<file path="config.mk">
export PLATFORM = sky130hd
export DESIGN_NAME = dnn_input_buf
export DESIGN_NICKNAME = d
export VERILOG_FILES = /design/src/rtl/dnn_input_buf_pkg.sv /design/src/rtl/dnn_buf_bank.sv /design/src/rtl/dnn_input_buf.sv
export SDC_FILE = /design/constraint.sdc
export NUM_CORES = 1
export LEC_CHECK = 0
export CAP_MARGIN = 20
export CORE_MARGIN = 4
export CORE_UTILIZATION = 45
export CTS_CLUSTER_DIAMETER = 40
export CTS_CLUSTER_SIZE = 25
export DETAILED_ROUTE_END_ITERATION = 10
export REMOVE_ABC_BUFFERS = 1
export SYNTH_ARGS = -nofsm -noshare
export SYNTH_HDL_FRONTEND = slang
export SYNTH_SLANG_ARGS = --single-unit
</file>
<file path="constraint.sdc">
create_clock -name clk -period 14.65 [get_ports clk]
set_clock_uncertainty 0.2 [all_clocks]
set_input_delay 4.395 -clock clk [delete_from_list [all_inputs] [get_ports clk]]
set_output_delay 4.395 -clock clk [all_outputs]
set_load 0.1 [all_outputs]
</file>
<file path="src/rtl/dnn_input_buf_pkg.sv">
// Shared sizing constants and write-FSM encoding for the DNN input ping-pong buffer.
package dnn_input_buf_pkg;

   localparam int OBIT_DEF    = 13;                     // signed coefficient width
   localparam int INFRAME_DEF = 5;                      // frames per input vector
   localparam int IDIM_DEF    = 12;                     // coefficients per frame
   localparam int NVEC_DEF    = INFRAME_DEF * IDIM_DEF; // words per input vector (<= 128)
   localparam int IDX_W       = 8;                      // stream index width
   localparam int ADDR_W      = 7;                      // word address width within a bank

   typedef enum logic [1:0] {
      W_IDLE = 2'd0,
      W_FILL = 2'd1,
      W_DROP = 2'd2
   } wstate_t;

endpackage

</file>
<file path="src/rtl/dnn_buf_bank.sv">
// One bank of the ping-pong buffer: simple dual-port RAM with registered read.
module dnn_buf_bank #(
   parameter int DEPTH = 60,
   parameter int WIDTH = 13,
   parameter int AW    = 7
) (
   input  logic             clk,
   input  logic             wr_en,
   input  logic [AW-1:0]    wr_addr,
   input  logic [WIDTH-1:0] wr_data,
   input  logic             rd_en,
   input  logic [AW-1:0]    rd_addr,
   output logic [WIDTH-1:0] rd_data
);

   logic [WIDTH-1:0] mem [DEPTH];

   // Write port; callers guarantee addresses stay below DEPTH.
   always_ff @(posedge clk) begin
      if (wr_en)
         mem[wr_addr] <= wr_data;
   end

   // Registered read port; output holds its value between reads.
   always_ff @(posedge clk) begin
      if (rd_en)
         rd_data <= mem[rd_addr];
   end

endmodule

</file>
<file path="src/rtl/dnn_input_buf.sv">
// Collects normalized coefficient vectors into two banks and serves random reads to the DNN engine.
module dnn_input_buf
   import dnn_input_buf_pkg::*;
#(
   parameter int OBIT    = OBIT_DEF,
   parameter int INFRAME = INFRAME_DEF,
   parameter int IDIM    = IDIM_DEF
) (
   input  logic              clk,
   input  logic              rst,
   input  logic              dv_i,
   input  logic [OBIT-1:0]   vec_i,
   input  logic [IDX_W-1:0]  index_i,
   output logic              vec_rdy_o,
   input  logic              rd_en_i,
   input  logic [ADDR_W-1:0] rd_addr_i,
   output logic [OBIT-1:0]   rd_data_o,
   output logic              rd_dv_o,
   input  logic              rel_i,
   output logic              drop_o,
   output logic              err_o,
   output logic [1:0]        fill_o
);

   localparam int NVEC = INFRAME * IDIM;

   wstate_t           wstate_reg;
   logic [ADDR_W-1:0] wcnt_reg;
   logic              wr_bank_reg;
   logic              rd_bank_reg;
   logic [1:0]        full_reg;
   logic [1:0]        full_next;
   logic [1:0]        fill_reg;
   logic              drop_reg;
   logic              err_reg;
   logic              rd_dv_reg;
   logic              rd_sel_reg;   // bank that produced the most recent valid read
   logic              rd_seen_reg;  // a valid read has happened since reset

   logic [IDX_W-1:0]  exp_idx;
   logic              wr_en;
   logic              wr_done;
   logic [ADDR_W-1:0] wr_addr;
   logic              rd_ok;
   logic              rel_ok;
   logic [OBIT-1:0]   bank_q [2];

   // Index the stream must carry for the word at wcnt: (wcnt+1) mod NVEC.
   always_comb begin
      exp_idx = IDX_W'(wcnt_reg) + IDX_W'(1);
      if (wcnt_reg == ADDR_W'(NVEC - 1))
         exp_idx = '0;
   end

   // Decide whether the current stream word is stored and whether it closes the vector.
   always_comb begin
      wr_en   = 1'b0;
      wr_done = 1'b0;
      wr_addr = wcnt_reg;
      case (wstate_reg)
         W_IDLE: begin
            if (dv_i && index_i == IDX_W'(1) && !full_reg[wr_bank_reg]) begin
               wr_en   = 1'b1;
               wr_addr = '0;
            end
         end
         W_FILL: begin
            if (dv_i && index_i == exp_idx) begin
               wr_en   = 1'b1;
               wr_done = (wcnt_reg == ADDR_W'(NVEC - 1));
            end
         end
         default: ;
      endcase
   end

   // Read/release qualification and next bank-full flags; completion and release hit different banks.
   always_comb begin
      rd_ok  = rd_en_i && full_reg[rd_bank_reg] && (rd_addr_i < ADDR_W'(NVEC));
      rel_ok = rel_i && full_reg[rd_bank_reg];
      full_next = full_reg;
      if (wr_done)
         full_next[wr_bank_reg] = 1'b1;
      if (rel_ok)
         full_next[rd_bank_reg] = 1'b0;
   end

   // Write FSM: accept, drop or abort incoming vectors, with registered status pulses.
   always_ff @(posedge clk) begin
      if (rst) begin
         wstate_reg  <= W_IDLE;
         wcnt_reg    <= '0;
         wr_bank_reg <= 1'b0;
         drop_reg    <= 1'b0;
         err_reg     <= 1'b0;
      end else begin
         drop_reg <= 1'b0;
         err_reg  <= 1'b0;
         case (wstate_reg)
            W_IDLE: begin
               if (dv_i) begin
                  if (index_i == IDX_W'(1)) begin
                     if (!full_reg[wr_bank_reg]) begin
                        wstate_reg <= W_FILL;
                        wcnt_reg   <= ADDR_W'(1);
                     end else begin
                        // Write bank still full means both banks are full.
                        wstate_reg <= W_DROP;
                        drop_reg   <= 1'b1;
                     end
                  end else begin
                     err_reg <= 1'b1;
                  end
               end
            end
            W_FILL: begin
               if (wr_en) begin
                  if (wr_done) begin
                     wr_bank_reg <= ~wr_bank_reg;
                     wcnt_reg    <= '0;
                     wstate_reg  <= W_IDLE;
                  end else begin
                     wcnt_reg <= wcnt_reg + ADDR_W'(1);
                  end
               end else begin
                  err_reg    <= 1'b1;
                  wcnt_reg   <= '0;
                  wstate_reg <= W_IDLE;
               end
            end
            W_DROP: begin
               if (!dv_i)
                  wstate_reg <= W_IDLE;
            end
            default: wstate_reg <= W_IDLE;
         endcase
      end
   end

   // Read side: bank-full flags, fill count, read pointer and read-valid tracking.
   always_ff @(posedge clk) begin
      if (rst) begin
         full_reg    <= '0;
         fill_reg    <= '0;
         rd_bank_reg <= 1'b0;
         rd_dv_reg   <= 1'b0;
         rd_sel_reg  <= 1'b0;
         rd_seen_reg <= 1'b0;
      end else begin
         full_reg  <= full_next;
         fill_reg  <= {1'b0, full_next[0]} + {1'b0, full_next[1]};
         rd_dv_reg <= rd_ok;
         if (rd_ok) begin
            rd_sel_reg  <= rd_bank_reg;
            rd_seen_reg <= 1'b1;
         end
         if (rel_ok)
            rd_bank_reg <= ~rd_bank_reg;
      end
   end

   genvar gi;
   generate
      for (gi = 0; gi < 2; gi++) begin : g_bank
         dnn_buf_bank #(
            .DEPTH(NVEC),
            .WIDTH(OBIT),
            .AW   (ADDR_W)
         ) u_bank (
            .clk    (clk),
            .wr_en  (wr_en && (wr_bank_reg == 1'(gi))),
            .wr_addr(wr_addr),
            .wr_data(vec_i),
            .rd_en  (rd_ok && (rd_bank_reg == 1'(gi))),
            .rd_addr(rd_addr_i),
            .rd_data(bank_q[gi])
         );
      end
   endgenerate

   assign vec_rdy_o = full_reg[rd_bank_reg];
   assign rd_dv_o   = rd_dv_reg;
   assign rd_data_o = rd_seen_reg ? bank_q[rd_sel_reg] : '0;
   assign drop_o    = drop_reg;
   assign err_o     = err_reg;
   assign fill_o    = fill_reg;

endmodule
</file>
==> results.cfg, run 1 <==
[power]
vdd_drop_max_v = 0.000101
leakage_nw = 22.1
p_per_area_mw_per_mm2 = 136
power_mw = 9.78

[detailed_routing]
route.met3.wl_um = 13500
top_layer_used = met5
wl_per_cell_um = 32.1
wl_met1_um = 64600
drcViolationCount = 0
via_per_inst = 6.17
vias = 29666
drt_pre_antenna_iters = 5
drt_iter0_markers = 3862
wl_um = 154000
wl_met2_um = 72900
ant_nets = 0

[setup_path]
endpoint_kind = output pin
slowest_delay_ns = 1.21
rr_startpoint = wcnt_reg[0]
cp.arrival_ns = 3.91
start_kind = flop
crit_buf_inv = 1
critical-path-top-delay-family = buffers and inverters
path_class = reg -> out
required_ns = 10.05
startpoint = rd_sel_reg
crit_chain = mux2i_1 > nor2_1 > clkdlybuf4s50_1
cp_max_fo = 14
cp_slowest_cell = clkdlybuf4s50_1

[cells_and_area]
synthToLayoutAreaGrowth_pct = 15.5
layout_common_cells = edfxtp_1, mux4_2, clkbuf_16, buf_4, nand2_1
n_fill_cell = 10413
final_common_cell = edfxtp_1
drive_gt1_frac = 0.353
nNetsFinal = 2913
largest_register_ffs = 1560

[synthesis]
yosysWarnings = 0
synth_cell_types = 54
syn_area_per_cell_sq_um = 23.2
postSynthCellCount = 2681
yosysSeqAreaShare = 0.771
synth_top_area_cell = edfxtp_1
syn_area_sq_mm = 0.0623
synth_top_cells_by_area = edfxtp_1, mux4_2, clkbuf_1
synth-async-reset-ratio = 0
synth-seq-cells = 1606
synth_ff_type = edfxtp_1
synth_edf_count = 1586
synth_top_area_frac = 0.765

[sta]
setup_tns_ns = 0
fmax_mhz = 118
setup_viol = 0
min_period_over_period = 0.581
grt_setup_unrepaired = no
worst_slew_pin_slew_ns = 1.39
hold_viol = 0
timing.final.max_slew_violations = 0
relSlewSlack = 0.0723
fin_crit_ns = 8.51

[grt]
grt_max_degree = 154
grt_pass1_vias = 29872
gr-usage-all-layers = 0.214
grt_pass1_wl_um = 222000
antenna_found_initial = 12
grt_overflow = 0

[floorplanning]
die_area_sq_mm = 0.144
start_util = 0.453
fp.dieH_um = 380
ios = 52
fp.dieW_um = 380
placeableCoreArea_sq_mm = 0.137
num_rows = 136

[cts]
cts-root-buf = clkbuf_16
cts_resized = 0
cts_setup_buffers = 0
clkSinkCount = 1606
clockBufferDepth = 3
clk_pin_slew_ns = 0.07
cts_tree = yes
ctsHoldBuffers = 0
cts.htree.levels = 4
clock_latency_ns = 0.79
cts_inserted_buffers = 161

[run_status]
status = finished, final reports clean

[place]
io_buffers = 51
gp_congestion = 0.803
place_hpwl_um = 90700

[min_path]
min_path_type = reg -> reg
min_from = wstate_reg[0]

[run]
maxCapViolCount = 0
==> area by class of cell <==
cell class | instances | area (sq um) | area share
Antenna cell | 3 | 7.51 | 0.000104
Sequential cell | 1606 | 48000 | 0.668
Clock inverter | 122 | 1470 | 0.0205
Tap cell | 1794 | 2240 | 0.0312
Multi-Input combinational cell | 898 | 14200 | 0.197
Inverter | 8 | 30.0 | 0.000417
Clock buffer | 174 | 4180 | 0.0582
Timing Repair Buffer | 203 | 1780 | 0.0247
==> synthesized netlist by cell type (all sizes together) (2+ instances only) <==
cell type and count:
and2 3, nand4 7, buf 60, nand2 55
o21a 3, nor2 38, nor3 71, mux2 3
a221oi 2, a21oi 25, nand3 14, a211oi 5
o22ai 3, o21ai 32, nand2b 2, nor2b 4
edfxtp 1586, or2 4, or3b 2, a31oi 5
xnor2 4, nand4b 4, clkbuf 109, nor3b 4
a311oi 4, nor4 39, and3 3, o2111ai 5
o211ai 2, dfxtp 20, inv 8, or3 6
a2111oi 2, mux4 494, ha 2, nand3b 3
mux2i 39
==> power by group <==
| part | total [mW] | switching (mW) | internal (mW) |
|---|---|---|---|
| logic | 0.400 | 0.238 | 0.162 |
| registers | 5.05 | 0.0000799 | 5.05 |
| clock network | 4.33 | 1.81 | 2.52 |
| total | 9.78 | 2.05 | 7.73 |
==> final timing paths <==
| kind | to | slack (ns) | depth (start not counted) |
|---|---|---|---|
| worst max-delay path | rd_data_o[7] | 6.14 | 3 |
| worst min-delay path | wstate_reg[1] | 0.36 | 1 |
| worst max register to register | g_bank[0].u_bank.mem[4][6] | 9.71 | 8 |
| worst min register to register | wstate_reg[1] | 0.36 | 1 |
==> per-stage QoR <==
step / setup slack (ns) / cells / util / hold slack [ns] / instance area, sq um
2_1_floorplan: 5.64 / 2512 / - / 0.273 / 61600
3_3_place_gp: 5.75 / 4491 / 0.480 / 0.327 / 66000
3_5_place_dp: 5.74 / 4509 / 0.482 / 0.330 / 66300
4_1_cts: 6.33 / 4805 / 0.523 / 0.344 / 71900
5_1_grt: 6.18 / 4805 / 0.523 / 0.358 / 71900
6_report: 6.14 / 4808 / 0.523 / 0.360 / 71900
==> metal layers <==
layer,GRT usage,up-vias
li1,-,11976
met1,0.316,16146
met2,0.329,1350
met3,0.0475,192
met4,0.0523,2
met5,0,-
==> kinds of logic after synthesis <==
group	Yosys count	share of synthesized area
compound gates	95	0.00978
buf+inv	177	0.0114
flops	1606	0.771
simple gates	260	0.0213
mux	536	0.185
xor+xnor	5	0.000703
fa+ha+maj	2	0.000402
==> worst register-to-register path, delay by kind of cell (launching register included) <==
family / cells / cell delay (ns)
DFF: 1 / 0.66
buffers and inverters: 1 / 0.25
AOI/OAI and AO/OA: 2 / 1.40
adders and majority gates: 1 / 0.42
xor gates and xnor gates: 1 / 0.25
and+or+nand+nor: 2 / 1.05
muxes: 1 / 0.40
Power figures use the tool's default switching activity.
==> run 2: changes to the inputs <==
- clock period: 14.65 -> 7.8 ns (I/O delays scaled with it)
==> run 2 against run 1 <==
  * Total power is 89% higher
  * Non-clock buffer count is 27 higher
  * Sequential power is 88% higher
  * First-iteration DRC count is 10% lower
  * Flip-flop and latch count stayed put
  * Die area stayed put
  * Count of clock-buffer cells in the layout is 1 lower
  * Final area is 0.59% higher
  * Combinational power is 100% higher
  * Critical path depth stayed put
  * Routed wire length is 1.6% lower
  * Global-route usage is 0.35 points lower
  * Critical path type unchanged
  * Largest cell class unchanged
==> results.cfg, run 2 (synthesis results as in run 1) <==
[cells_and_area]
nNetsFinal = 2941
largest_register_ffs = 1560
synthToLayoutAreaGrowth_pct = 16.2
n_fill_cell = 10294
drive_gt1_frac = 0.362
final_common_cell = edfxtp_1
layout.cells.non_filler = 4840
layout_common_cells = edfxtp_1, mux4_2, clkbuf_16, buf_4, nor3_2

[setup_path]
start_kind = flop
cp.arrival_ns = 3.23
rr_worst_depth = 8
required_ns = 5.26
endpoint_kind = output pin
path_class = reg -> out
cp_max_fo = 14

[cts]
cts_tree = yes
ctsHoldBuffers = 0
cts.htree.levels = 4
clk_pin_slew_ns = 0.06
clockBufferDepth = 3
clock_latency_ns = 0.78
cts-root-buf = clkbuf_16
cts_inserted_buffers = 162
cts_setup_buffers = 0
clkSinkCount = 1606
cts_resized = 0

[sta]
min_period_over_period = 0.739
fmax_mhz = 173
setup_tns_ns = 0
hold_viol = 0
setup_viol = 0
worst_slew_pin_slew_ns = 1.16
timing.final.max_slew_violations = 0
relSlewSlack = 0.226
grt_setup_unrepaired = no
fin_crit_ns = 5.77

[floorplanning]
ios = 52
start_util = 0.453
num_rows = 136
placeableCoreArea_sq_mm = 0.137
fp.dieH_um = 380
fp.dieW_um = 380
die_area_sq_mm = 0.144

[power]
p_int_mw = 14.5
clock_power_share = 0.444
p_sw_mw = 4.03
vdd_drop_max_v = 0.000199
switching_share = 0.217
p_seq_frac = 0.512
p_comb_frac = 0.044
p_per_area_mw_per_mm2 = 256
leakage_nw = 22.3

[detailed_routing]
wl_per_cell_um = 31.3
drcViolationCount = 0
via_per_inst = 6.10
ant_nets = 0
drt_iter0_markers = 3477
vias = 29514
wl_um = 152000
drt_pre_antenna_iters = 5

[grt]
grt_overflow = 0
gr-usage-all-layers = 0.210
met3_usage = 0.0401
grt_use_met2 = 0.330
antenna_found_initial = 7
grt_pass1_wl_um = 220000
grt_pass1_vias = 29582
grtUsageMet1 = 0.308
grt-busiest-layer = met2
grt_max_degree = 89

[place]
place_inst = 4501
io_buffers = 51
place_hpwl_um = 93200
gp_congestion = 0.895

[run_status]
status = finished, final reports clean

[run]
maxCapViolCount = 0

[min_path]
min_path_type = reg -> reg
whs_path_depth = 1
run 2: changes by cell type in the layout (fill, tap and decap cells not counted), moves of 4 or more:
| cell | before | now |
|---|---|---|
| clkbuf_8 | 0 | 4 |
| buf_6 | 14 | 32 |
| bufinv_16 | 23 | 19 |
| clkinv_8 | 5 | 14 |
| clkinv_1 | 12 | 6 |
| clkinvlp_4 | 16 | 11 |
| nor3_2 | 54 | 63 |
| inv_6 | 23 | 29 |
| buf_12 | 4 | 13 |
| nor3_4 | 9 | 0 |
run 2: critical path: stages (launching register included):
cell and delay, ns:
dfxtp_1 0.79, mux2i_1 0.23, nor2_1 0.25, clkdlybuf4s50_1 1.18
run 2: layout make-up:
cell class,count,area (sq um),area share
Antenna cell,2,5.00,0.0000692
Multi-Input combinational cell,898,14100,0.195
Clock inverter,129,1590,0.0220
Clock buffer,173,4200,0.0581
Timing Repair Buffer,230,2130,0.0294
Sequential cell,1606,48000,0.664
Inverter,8,30.0,0.000415
Tap cell,1794,2240,0.0310
run 2: path summary, 6_finish.rpt:
path / slack, ns / endpoint / start
max: 2.03 / rd_data_o[8] / rd_sel_reg
min: 0.37 / wstate_reg[1] / wstate_reg[0]
max reg2reg: 2.87 / g_bank[1].u_bank.mem[22][3] / wcnt_reg[0]
min reg2reg: 0.37 / wstate_reg[1] / wstate_reg[0]
run 2: metrics by stage:
step                      area [sq um]  hold WS, ns  power (mW)  setup WS (ns)  utilization
final                            72400        0.366        18.5           2.03        0.526
after CTS                        72000        0.340        18.7           2.02        0.523
after global routing             72400        0.401        19.1           1.94        0.526
after floorplan                  61600        0.273        9.98          0.846            -
after detailed placement         66200        0.333        10.5           1.59        0.481
after global placement           66100        0.335        10.5           1.57        0.481
run 2: layer usage:
metal	part of all wire	vias to the layer above
met1	0.41	15911
li1	-	12034
met3	0.084	190
met2	0.48	1379
met5	0	-
met4	0.021	0
run 2: power groups by stage:
stage	logic [mW]	clock network [mW]	registers [mW]
2_1_floorplan	0.314	0	9.67
3_3_place_gp	0.810	0	9.66
3_5_place_dp	0.825	0	9.67
4_1_cts	0.826	8.38	9.48
5_1_grt	0.855	8.76	9.47
6_report	0.809	8.23	9.48
